$ cat src/rtl/beta_lsu_gen2.sv
// beta_lsu_gen2: load/store unit with registered request/ready/valid memory ports.
// Define BETA_LSU_TIMEOUT_EN to compile in the response watchdog.
module beta_lsu_gen2 #(
    parameter int DataWidth     = 32,
    parameter int AddressWidth  = 32,
    parameter int TimeoutCycles = 255
) (
    input  logic                      clk_i,
    input  logic                      rstn_i,
    input  logic                      lsu_op_en_i,
    input  logic                      lsu_op_i,
    input  logic [1:0]                lsu_op_size_i,
    input  logic                      lsu_unsigned_i,
    input  logic [AddressWidth-1:0]   op_addr_i,
    input  logic [DataWidth-1:0]      op_data_i,
    output logic                      lsu_busy_o,
    output logic                      lsu_done_o,
    output logic [DataWidth-1:0]      lsu_result_o,
    output logic                      lsu_misaligned_o,
    output logic                      lsu_timeout_o,
    input  logic                      rdata_ready_i,
    input  logic                      rdata_valid_i,
    input  logic [DataWidth-1:0]      rdata_data_i,
    output logic [AddressWidth-1:0]   rdata_addr_o,
    output logic [DataWidth/8-1:0]    rdata_strb_o,
    output logic                      rdata_req_o,
    input  logic                      wdata_ready_i,
    input  logic                      wdata_valid_i,
    output logic [DataWidth-1:0]      wdata_data_o,
    output logic [AddressWidth-1:0]   wdata_addr_o,
    output logic [DataWidth/8-1:0]    wdata_strb_o,
    output logic                      wdata_req_o
);

    localparam int StrbW = DataWidth / 8;
    localparam int LaneW = $clog2(StrbW);

    localparam logic [1:0] IDLE = 2'd0;
    localparam logic [1:0] REQ  = 2'd1;
    localparam logic [1:0] WAIT = 2'd2;
    localparam logic [1:0] DONE = 2'd3;

    logic [1:0]              state;
    logic                    op_q;
    logic [1:0]              size_q;
    logic                    uns_q;
    logic                    mis_q;
    logic [DataWidth-1:0]    result_q;
    logic [AddressWidth-1:0] addr_q;
    logic [DataWidth-1:0]    data_q;
    logic [LaneW-1:0]        lane_q;
    logic                    accept;
    logic                    mis_in;
    logic                    ready_hit;
    logic                    valid_hit;
    logic                    expired;
    logic [StrbW-1:0]        strb_q;
    logic [AddressWidth-1:0] addr_al;

    function automatic logic is_misaligned(input logic [1:0] size, input logic [LaneW-1:0] lane);
        if (size == 2'd3 && DataWidth == 32) return 1'b1;
        return (32'(lane) & ((32'd1 << size) - 32'd1)) != 32'd0;
    endfunction

    function automatic logic [StrbW-1:0] strobe(input logic [1:0] size, input logic [LaneW-1:0] lane);
        logic [15:0] span;
        span = 16'((32'd1 << (32'd1 << size)) - 32'd1) << lane;
        return span[StrbW-1:0];
    endfunction

    // Move the access to the top bits, then shift back down arithmetically or logically.
    function automatic logic [DataWidth-1:0] load_extend(input logic [DataWidth-1:0] raw,
                                                         input logic [1:0] size, input logic uns);
        int sh;
        logic signed [DataWidth-1:0] left;
        sh = DataWidth - (8 << size);
        if (sh < 0) sh = 0;
        left = signed'(raw << sh);
        if (uns) return $unsigned(left) >> sh;
        return $unsigned(left >>> sh);
    endfunction

    assign accept    = lsu_op_en_i && (state == IDLE || state == DONE);
    assign mis_in    = is_misaligned(lsu_op_size_i, op_addr_i[LaneW-1:0]);
    assign ready_hit = op_q ? wdata_ready_i : rdata_ready_i;
    assign valid_hit = op_q ? wdata_valid_i : rdata_valid_i;
    assign lane_q    = addr_q[LaneW-1:0];
    assign strb_q    = strobe(size_q, lane_q);
    assign addr_al   = {addr_q[AddressWidth-1:LaneW], {LaneW{1'b0}}};

`ifdef BETA_LSU_TIMEOUT_EN
    localparam int CntW = $clog2(TimeoutCycles + 1);
    logic [CntW-1:0] cnt_q;
    logic            to_q;

    assign expired = (state == REQ || state == WAIT) && (cnt_q == CntW'(TimeoutCycles - 1));

    // Counter restarts on every accept so each REQ entry begins from zero.
    always_ff @(posedge clk_i or negedge rstn_i) begin
        if (!rstn_i) begin
            cnt_q <= '0;
            to_q  <= 1'b0;
        end else begin
            to_q <= expired;
            if (accept) cnt_q <= '0;
            else if (state == REQ || state == WAIT) cnt_q <= cnt_q + 1'b1;
        end
    end

    assign lsu_timeout_o = lsu_done_o && to_q;
`else
    assign expired       = 1'b0;
    assign lsu_timeout_o = 1'b0;
`endif

    always_ff @(posedge clk_i or negedge rstn_i) begin
        if (!rstn_i) begin
            state    <= IDLE;
            op_q     <= 1'b0;
            size_q   <= 2'd0;
            uns_q    <= 1'b0;
            mis_q    <= 1'b0;
            result_q <= '0;
        end else begin
            mis_q <= 1'b0;
            case (state)
                IDLE, DONE: begin
                    if (lsu_op_en_i) begin
                        op_q   <= lsu_op_i;
                        size_q <= lsu_op_size_i;
                        uns_q  <= lsu_unsigned_i;
                        mis_q  <= mis_in;
                        state  <= mis_in ? DONE : REQ;
                    end else begin
                        state <= IDLE;
                    end
                end
                REQ: begin
                    if (expired) state <= DONE;
                    else if (ready_hit) state <= WAIT;
                end
                WAIT: begin
                    if (expired) begin
                        state <= DONE;
                    end else if (valid_hit) begin
                        state <= DONE;
                        if (!op_q) result_q <= load_extend(rdata_data_i >> {lane_q, 3'b000}, size_q, uns_q);
                    end
                end
                default: state <= IDLE;
            endcase
        end
    end

    always_ff @(posedge clk_i) begin
        if (accept) begin
            addr_q <= op_addr_i;
            data_q <= op_data_i;
        end
    end

    // Request-side outputs are gated so they read as zero outside REQ.
    assign rdata_req_o      = (state == REQ) && !op_q;
    assign wdata_req_o      = (state == REQ) && op_q;
    assign rdata_addr_o     = rdata_req_o ? addr_al : '0;
    assign rdata_strb_o     = rdata_req_o ? strb_q : '0;
    assign wdata_addr_o     = wdata_req_o ? addr_al : '0;
    assign wdata_strb_o     = wdata_req_o ? strb_q : '0;
    assign wdata_data_o     = wdata_req_o ? (data_q << {lane_q, 3'b000}) : '0;

    assign lsu_done_o       = (state == DONE);
    assign lsu_misaligned_o = lsu_done_o && mis_q;
    assign lsu_result_o     = result_q;
    assign lsu_busy_o       = (state == REQ) || (state == WAIT) || accept;

endmodule

$ cat config.mk
export PLATFORM = sky130hd
export DESIGN_NAME = beta_lsu_gen2
export DESIGN_NICKNAME = d
export VERILOG_FILES = /design/src/rtl/beta_lsu_gen2.sv
export SDC_FILE = /design/constraint.sdc
export NUM_CORES = 1
export LEC_CHECK = 0
export CAP_MARGIN = 20
export CORE_AREA = 2 2 138 140
export DETAILED_ROUTE_END_ITERATION = 12
export DIE_AREA = 0 0 140 142
export SETUP_SLACK_MARGIN = 0.3
export SYNTH_ARGS = -nofsm -noshare
export SYNTH_HDL_FRONTEND = slang
export SYNTH_SLANG_ARGS = --single-unit
$ cat constraint.sdc
create_clock -name clk_i -period 3 [get_ports clk_i]
set_clock_uncertainty 0.1 [all_clocks]
set_input_delay 0.3 -clock clk_i [delete_from_list [all_inputs] [get_ports clk_i]]
set_output_delay 0.3 -clock clk_i [all_outputs]
set_load 0.01 [all_outputs]
# Yosys cells after proc, flatten, opt, wreduce, memory -nomap -nowiden
# Cells that the tools add are included.
# W data, S select, Z words.
# totals
ff_bits	103
latchBits	0
ram_bits	0
mem_bits_ro	0
inputBits	107
out_inout_bits	142
elab_cells	71
n_memories	0
# op_classes
add_sub_neg	3
n_mul	0
n_div	0
order_cmp	1
n_eq_ne	6
n_shift	10
mux	27
n_bitwise	2
reduce_logical	14
# ops
cell	n
$mux W32	9
$shl A1 B2 Y32 const A	2
$and A2 B32 Y32	1
$lt A32 B1 Y1 const B	1
$reduce_bool A32 Y1	1
$shl A1 B32 Y16 const A	1
$shl A32 B32 Y32	1
$shl A32 B5 Y32	1
$shl A4 B2 Y32 const A	1
$shr A32 B32 Y32	1
$shr A32 B5 Y32	1
$sshr A32 B32 Y32	1
$sub A32 B1 Y32 const B	1
$sub A7 B32 Y32 const A	1
$shl A16 B2 Y4	1
$sub A16 B1 Y16 const B	1
$mux W1	11
$mux W2	4
$mux W4	2
$eq A2 B2 Y1 const B	3
$pmux W2 S3	1
$logic_and A1 B1 Y1	4
$ne A2 B2 Y1 const B	2
$reduce_and A2 Y1	2
7 further kinds	9

# Longest topological paths before layout
# Gate-level depths: netlist of the first run.
# depth
word_depth	11
mapped_depth	8
depth_no_buf	6

# Worst setup path after synthesis of the first run
# Ideal clock, no wire load.
# synth_path
path_type	register to register
startpoint	register state[0]
endpoint	register addr_q[0], enable pin
setup_time_ns	0.418
t_arrival_ns	2.156
required_time_ns	2.482
slack_ns	0.326
path_stages_with_launch	5
n_path_buf	0
period_less_slack_ns	2.674
cell_sequence	dfrtp_1 -> inv_1 -> ha_1 -> nand2_1 -> inv_1
# synth_between
elab_chain_len	3
# synth_lines
element	line	source
from (decl)	43	logic [1:0] state;
from (signal assigned)	133	state <= mis_in ? DONE : REQ;
$eq A2 B2 Y1 / $logic_not A2 Y1 (equally long branches)	83	assign accept = lsu_op_en_i && (state == IDLE || state == DONE);
$logic_or A1 B1 Y1 (*)	83	
$logic_and A1 B1 Y1 (*)	83	
via accept	52	logic accept;
to (signal assigned)	157	addr_q <= op_addr_i;
to (decl)	49	logic [AddressWidth-1:0] addr_q;
# Mark *: on every way through the listed nets, which the timed path passes. The rest lies on a longest branch.
# A chain may end at the register's enable or synchronous reset.

# Final worst setup path of the first run
# layout_path
startpoint	register addr_q[1]
endpoint	output wdata_data_o[24]
# layout_between
elab_chain_len	2
# layout_lines
element	line	source
$shl A32 B5 Y32	169	assign wdata_data_o = wdata_req_o ? (data_q << {lane_q, 3'b000}) : '0;
$mux W32	169	
to (decl)	29	output logic [DataWidth-1:0] wdata_data_o,
# Every way passes these cells.

==> results_dict.tcl, run 1 <==
set metrics [dict create \
    holdPathStages 2 \
    max_slew_margin 0.3972 \
    htreeDepth 3 \
    critPathBufInv 2 \
    arrival_ns 2.23 \
    fp.dieH_um 142 \
    vias 4388 \
    syn-instance-count 446 \
    ys_seq_elements 103 \
    die-area_mm2 0.01988 \
    clk_latency_ns 0.34 \
    grt_pass1_vias 4539 \
    rsz0062_at_grt "yes" \
    clock_sinks 103 \
    drt-vias-per-instance 4.790 \
    place_congestion 0.8648 \
    setup_viol 0 \
    post-route-period-util 0.8766 \
    cpPeakStageDelay_ns 0.61 \
    yosysSeqAreaShare 0.5502 \
    holdCritPathClass "reg2reg" \
    maxCapViolations 0 \
    outcome "complete, but fails checks" \
    grt.total_usage 0.1604 \
    rows 50 \
    route.detailed.drc 14 \
    tns_ns 0 \
    worst-path-stages 5 \
    start_kind "flip-flop" \
    synth_cell_types 48 \
    hold_violations 0 \
    grt_pass1_wl_mm 24.93 \
    io_pins 249 \
    reg2reg_slack_ns 0.96 \
    dp_slack_ns 0.5421 \
    ir_drop_mv 0.3085 \
    r2r_start "state[0]" \
    worstMarginPinSlew_ns 0.9043 \
    clk_pin_slew_worst_paths_ns 0.07 \
    synth_edf_count 64 \
    synthFlopType "edfxtp_1" \
    worstPathCellList "buf_4, nor2b_1, a211oi_1, a211oi_1, clkdlybuf4s50_1" \
    nNetsFinal 787 \
    dp_hpwl_mm 12.26 \
    slew_viol_final 0 \
    clock_path_buffers 2 \
    die_w_um 140 \
    grt_antenna_before_repair 0 \
    required_ns 2.60 \
    area_growth_pct 56.17 \
    stdcell_count 916 \
    cpMaxStageDelayCell "clkdlybuf4s50_1" \
    powerDensity_mw_per_mm2 805.8 \
    first_iter_violations 215 \
    worst_slack_ns 0.3701 \
    cp-end-kind "output pin" \
    overflow 0 \
    cp-endpoint "wdata_data_o[24]" \
    drt-wirelength-per-cell_um 18.02 \
    drive_gt1_frac 0.08358 \
    syn_avg_cell_area_um2 11.81 \
    violations "design-rule violations" \
    core_mm2 0.01846 \
    cts_buffers 9 \
    first_pass_iters 9 \
    r2r_cells 5 \
    start_util 0.2854 \
    drt-total-wl_mm 16.51 \
    n_antenna_cell 0 \
    fillers 1694 \
    p_leak_nw 3.284 \
    cts_root_buf "clkbuf_16" \
    period_needed_ns 2.630 \
    grt_max_degree 41 \
    critPathMaxFanout 31 \
    reg2reg_to "data_q[25]" \
    placedCellCount 897 \
    critPathTopFamily "buffers and inverters" \
    synth_area_mm2 0.005266 \
    yosys_warnings 0 \
    cts_tree "built" \
    crit_top_cell "a211oi_1" \
    worstSetupPathType "reg2out" \
    fmax_mhz 380.2 \
    startpoint "addr_q[1]" \
    async_reset_ff_frac 0.3786 \
    ant_nets 0 \
    io_buffers 243 \
]
Yosys cell counts (2+ instances only):
cell	number	area (um^2)
edfxtp_1	64	1922
nor2_1	43	161.4
and2_1	39	244.0
dfrtp_1	39	975.9
mux2i_1	34	340.3
and3_1	30	187.7
a211oi_1	24	180.2
a21oi_1	22	110.1
nor2b_1	15	93.84
clkbuf_1	14	52.55
buf_4	12	90.09
mux2_2	12	135.1
buf_2	11	55.05
o21ai_0	9	45.04
o22a_1	9	78.83
a22o_1	8	70.07
a221o_1	7	70.07
nand2_1	7	26.28
inv_1	6	22.52
buf_6	4	45.04
ha_1	3	37.54
nand2b_1	3	18.77
nor3_1	3	15.01
a21o_1	2	15.01
nand3b_1	2	15.01
o21a_1	2	15.01
layout by cell type (no fill, tap or decap), types with 12 or more instances in the layout:
| cell type | Yosys | routed |
|---|---|---|
| dfrtp_1 | 39 | 39 |
| and2_1 | 39 | 39 |
| a21oi_1 | 22 | 22 |
| edfxtp_1 | 64 | 64 |
| mux2i_1 | 34 | 34 |
| and3_1 | 30 | 30 |
| nor2_1 | 43 | 43 |
| a211oi_1 | 24 | 23 |
| mux2_2 | 12 | 12 |
| clkdlybuf4s50_1 | 0 | 233 |
| nor2b_1 | 15 | 15 |
worst min path at each step:
stage | start | to | slack (ns)
2_1_floorplan | rstn_i | lsu_result_o[0] | -0.1
3_3_place_gp | rstn_i | lsu_result_o[16] | 0.37
3_5_place_dp | rstn_i | lsu_result_o[16] | 0.38
4_1_cts | op_addr_i[13] | addr_q[13] | 0.38
5_1_grt | op_addr_i[25] | addr_q[25] | 0.38
6_report | lsu_result_o[7] | lsu_result_o[7] | 0.39
area by class of cell:
| cell class | count | area (um^2) | share of cell area |
|---|---|---|---|
| Clock inverter | 7 | 77.57 | 0.009433 |
| Sequential cell | 103 | 2898 | 0.3524 |
| Clock buffer | 9 | 225.2 | 0.02738 |
| Inverter | 6 | 22.52 | 0.002738 |
| Multi-Input combinational cell | 300 | 2133 | 0.2594 |
| Timing Repair Buffer | 257 | 2575 | 0.3131 |
| Tap cell | 234 | 292.8 | 0.03560 |
cell families (layout without fill, tap and decap cells):
group                    after synthesis  after routing  share of synthesized area
adder cells (fa/ha/maj)                3              3                   0.007128
buffers and inverters                 47            279                    0.05037
multiplexers                          47             47                    0.09313
flip-flops                           103            103                     0.5502
XOR/XNOR                               1              1                   0.001663
AO/OA/AOI/OAI                         91             91                     0.1293
AND/OR/NAND/NOR                      153            153                     0.1675
other                                  1              5                  0.0007121
worst register-to-register path, cell delays in order, from the launching register on:
cell	delay [ns]
dfrtp_1	0.40
inv_1	0.06
ha_1	0.32
nand2_1	0.21
inv_2	0.41
buf_12	0.25
through the flow:
step,power [W],hold slack (ns),util,cell area (um^2)
6_report,0.006627,0.3943,0.4456,8224
5_1_grt,0.007050,0.3828,0.4456,8224
4_1_cts,0.006723,0.3828,0.4437,8188
3_5_place_dp,0.005457,0.3759,0.4262,7866
3_3_place_gp,0.005399,0.3666,0.4262,7866
2_1_floorplan,0.004047,-0.09559,-,5281
flip-flops by register name, indices dropped and copies added, names as in the netlist:
signal	flops
addr_q	32
lsu_result_o	32
size_q	2
data_q	32
mis_q	1
op_q	1
uns_q	1
state	2
what timing repair did:
action | in CTS | in global routing
endpoints found under the hold margin | 11 | 0
cloned | 0 | 0
hold buffers | 1 | 0
resized for setup | 10 | 7
buffers inserted | 0 | 2
setup endpoints to repair | 32 | 52
layer usage:
layer | part of all wire | global-route usage | vias up | wire length (um)
met1 | 0.40 | 0.1870 | 2111 | 6681
met2 | 0.52 | 0.2886 | 171 | 8505
met3 | 0.065 | 0.04038 | 18 | 1067
met5 | 0 | 0 | - | 0
met4 | 0.015 | 0.05529 | 0 | 250
li1 | - | - | 2088 | -
power breakdown:
group,switching [W],internal (W)
Combinational,0.00148,0.00152
Clock,0.000548,0.000658
Sequential,0.000322,0.00210
Total,0.00235,0.00428
Power figures use the tool's default switching activity.
==> run 2: changes to the inputs <==
ABC_AREA = 1   (was unset)
CORE_AREA = 2 2 137 139   (was 2 2 138 140)
DIE_AREA = 0 0 139 141   (was 0 0 140 142)
==> run 2 against run 1 <==
Synthesized area shrank 1.2%. Wire length grew 9.2%. Total power is essentially flat. Clock-buffer cell count rose by 1. Sequential share of layout area is essentially flat. Critical path type unchanged. The flow finishes with violations (negative hold slack). Highest routed layer is now met5. Critical endpoint is now rdata_addr_o[6]. Hold slack got worse by 0.40 ns. Combinational power grew 5%. Sequential cell count stayed put.
==> results_dict.tcl, run 2 <==
set metrics [dict create \
    holdBufCountCts 0 \
    drt-wirelength-per-cell_um 16.55 \
    grt_max_degree 40 \
    clock_path_buffers 2 \
    p_leak_nw 3.801 \
    start_kind "flip-flop" \
    setup_viol 0 \
    ir_drop_mv 0.4125 \
    whs_ns -0.006829 \
    violations "negative hold slack" \
    io_buffers 243 \
    r2r_start "addr_q[0]" \
    fmax_mhz 376.6 \
    final_common_cell "clkdlybuf4s50_1" \
    yosysSeqAreaShare 0.5569 \
    top_layer_used "met5" \
    powerDensity_mw_per_mm2 805.5 \
    overflow 0 \
    post-route-period-util 0.8851 \
    synth_commonest_cells "122 x nor2_1, 116 x nand2_1, 77 x inv_1" \
    ys_seq_elements 103 \
    stdcell_count 1089 \
    ant_nets 0 \
    core_mm2 0.01827 \
    htreeDepth 3 \
    synth_top_cell_by_area "edfxtp_1" \
    comb_power_share 0.474 \
    clk_pin_slew_worst_paths_ns 0.08 \
    synth_area_mm2 0.005204 \
    die-area_mm2 0.01960 \
    route.detailed.drc 0 \
    holdCritPathClass "in2async" \
    first_pass_iters 4 \
    rows 50 \
    p_int_w 0.004054 \
    required_ns 2.60 \
    maxCapViolations 0 \
    layout_common_cells "203 x clkdlybuf4s50_1, 116 x nor2_1, 115 x nand2_1, 75 x inv_1, 64 x edfxtp_1" \
    switching_share 0.3876 \
    nNetsFinal 959 \
    syn_avg_cell_area_um2 8.559 \
    max_slew_margin 0.3813 \
    drive_gt1_frac 0.09953 \
    cp-end-kind "output pin" \
    synth_cell_types 33 \
    period_needed_ns 2.655 \
    clk_latency_ns 0.35 \
    grt_antenna_before_repair 2 \
    fp.dieH_um 141 \
    synthTopCellsByArea "edfxtp_1 37%, dfrtp_1 19%, nor2_1 8.8%, nand2_1 8.4%, inv_1 5.6%" \
    dp_hpwl_mm 13.44 \
    io_pins 249 \
    yosysMostFrequentCell "nor2_1" \
    slew_viol_final 0 \
    worstSetupPathType "reg2out" \
    reg2reg_to "lsu_result_o[18]" \
    hold_violations 9 \
    first_iter_violations 264 \
    start_util 0.2849 \
    syn-instance-count 608 \
    dr_wl_met3_mm 1.820 \
    ff_latch_area_mm2 0.002898 \
    reg2reg_slack_ns 0.76 \
    yosys_warnings 0 \
    arrival_ns 2.26 \
    cts_buffers 9 \
    r2r_cells 8 \
    grt_pass1_wl_mm 27.58 \
    cts_tree "built" \
    worstMarginPinSlew_ns 0.9280 \
    drt-total-wl_mm 18.02 \
    dr_wl_met2_mm 8.317 \
    critPathMaxFanout 33 \
    total_power_w 0.006621 \
    wl_met1_mm 7.476 \
    tns_ns 0 \
    clock_sinks 103 \
    switching_power_w 0.002566 \
    multi_input_area_mm2 0.001874 \
    synthFlopType "edfxtp_1" \
    pwr-share-seq 0.357 \
    yosys.area.top_type_share 0.3693 \
    fillers 1796 \
    placedCellCount 1064 \
    cts_root_buf "clkbuf_16" \
    synth_edf_count 64 \
    rsz0062_at_grt "yes" \
    place_congestion 0.8492 \
    grt_pass1_vias 5055 \
    grt.total_usage 0.1814 \
    area_growth_pct 57.95 \
    power_frac_clock 0.169 \
    async_reset_ff_frac 0.3786 \
    outcome "complete, but fails checks" \
    vias 5015 \
    drt-vias-per-instance 4.605 \
    die_w_um 139 \
]
[run 2: power groups by stage]
stage	combinational [W]	clock, W	sequential, W
2_1_floorplan	0.00157	0	0.00243
3_3_place_gp	0.00314	0	0.00238
3_5_place_dp	0.00313	0	0.00240
4_1_cts	0.00319	0.00115	0.00236
5_1_grt	0.00346	0.00121	0.00242
6_report	0.00314	0.00112	0.00236
[run 2: metal layers]
layer | track usage | vias to the layer above
met5 | 0 | -
met4 | 0.05529 | 2
met3 | 0.05842 | 25
met2 | 0.3013 | 250
met1 | 0.2265 | 2302
li1 | - | 2436
[run 2: worst max path at each step]
stage | to | start | cells past startpoint | slack (ns)
floorplan | addr_q[0] | state[0] | 4 | 0.88
global placement | rdata_strb_o[3] | state[1] | 8 | 0.43
detailed placement | wdata_data_o[23] | state[1] | 7 | 0.38
CTS | wdata_data_o[0] | addr_q[0] | 6 | 0.19
global route | rdata_addr_o[6] | state[1] | 8 | 0.22
finish | rdata_addr_o[6] | state[1] | 8 | 0.34
[run 2: layout make-up]
type	instances	share of cell area
Antenna cell	1	0.0003045
Timing Repair Buffer	260	0.3107
Tap cell	234	0.03562
Inverter	82	0.03867
Clock inverter	6	0.005328
Multi-Input combinational cell	392	0.2280
Timing Repair inverter	1	0.0009134
Clock buffer	10	0.02786
Sequential cell	103	0.3526
[run 2: repair_timing]
| item | 4_1_cts | 5_1_grt |
|---|---|---|
| pin swaps | 1 | 0 |
| buffers inserted | 7 | 0 |
| cloned | 1 | 0 |
| gates resized for setup | 32 | 57 |
| setup endpoints to repair | 37 | 57 |
[run 2: critical path, stage by stage, from the launching register on]
cell and delay, ns:
dfrtp_1 0.41, inv_1 0.08, ha_2 0.20, inv_1 0.06, nor2_2 0.12, inv_2 0.07
buf_6 0.19, nor2_1 0.18, clkdlybuf4s50_1 0.56
[run 2: metrics by stage]
step / hold WS, ns / area, um^2 / setup WS, ns / util
CTS: 0.01935 / 8184 / 0.1857 / 0.4480
global placement: 0.3674 / 7840 / 0.4335 / 0.4292
floorplan: -0.09559 / 5220 / 0.8753 / -
finish: -0.006829 / 8219 / 0.3448 / 0.4499
global route: 0.06594 / 8217 / 0.2250 / 0.4498
detailed placement: 0.3661 / 7840 / 0.3830 / 0.4292
[run 2: logic make-up after synthesis]
logic type	synth area share
simple gates	0.2270
buf+inv	0.09570
flops	0.5569
compound gates	0.1125
fa+ha+maj	0.007214
other cells	0.0007206
==> run 3: changes to the inputs <==
CTS_CLUSTER_DIAMETER = 200   (was unset)
==> results of run 3 <==
Same layout as run 2: the final DEF is identical, and so are final timing and power.
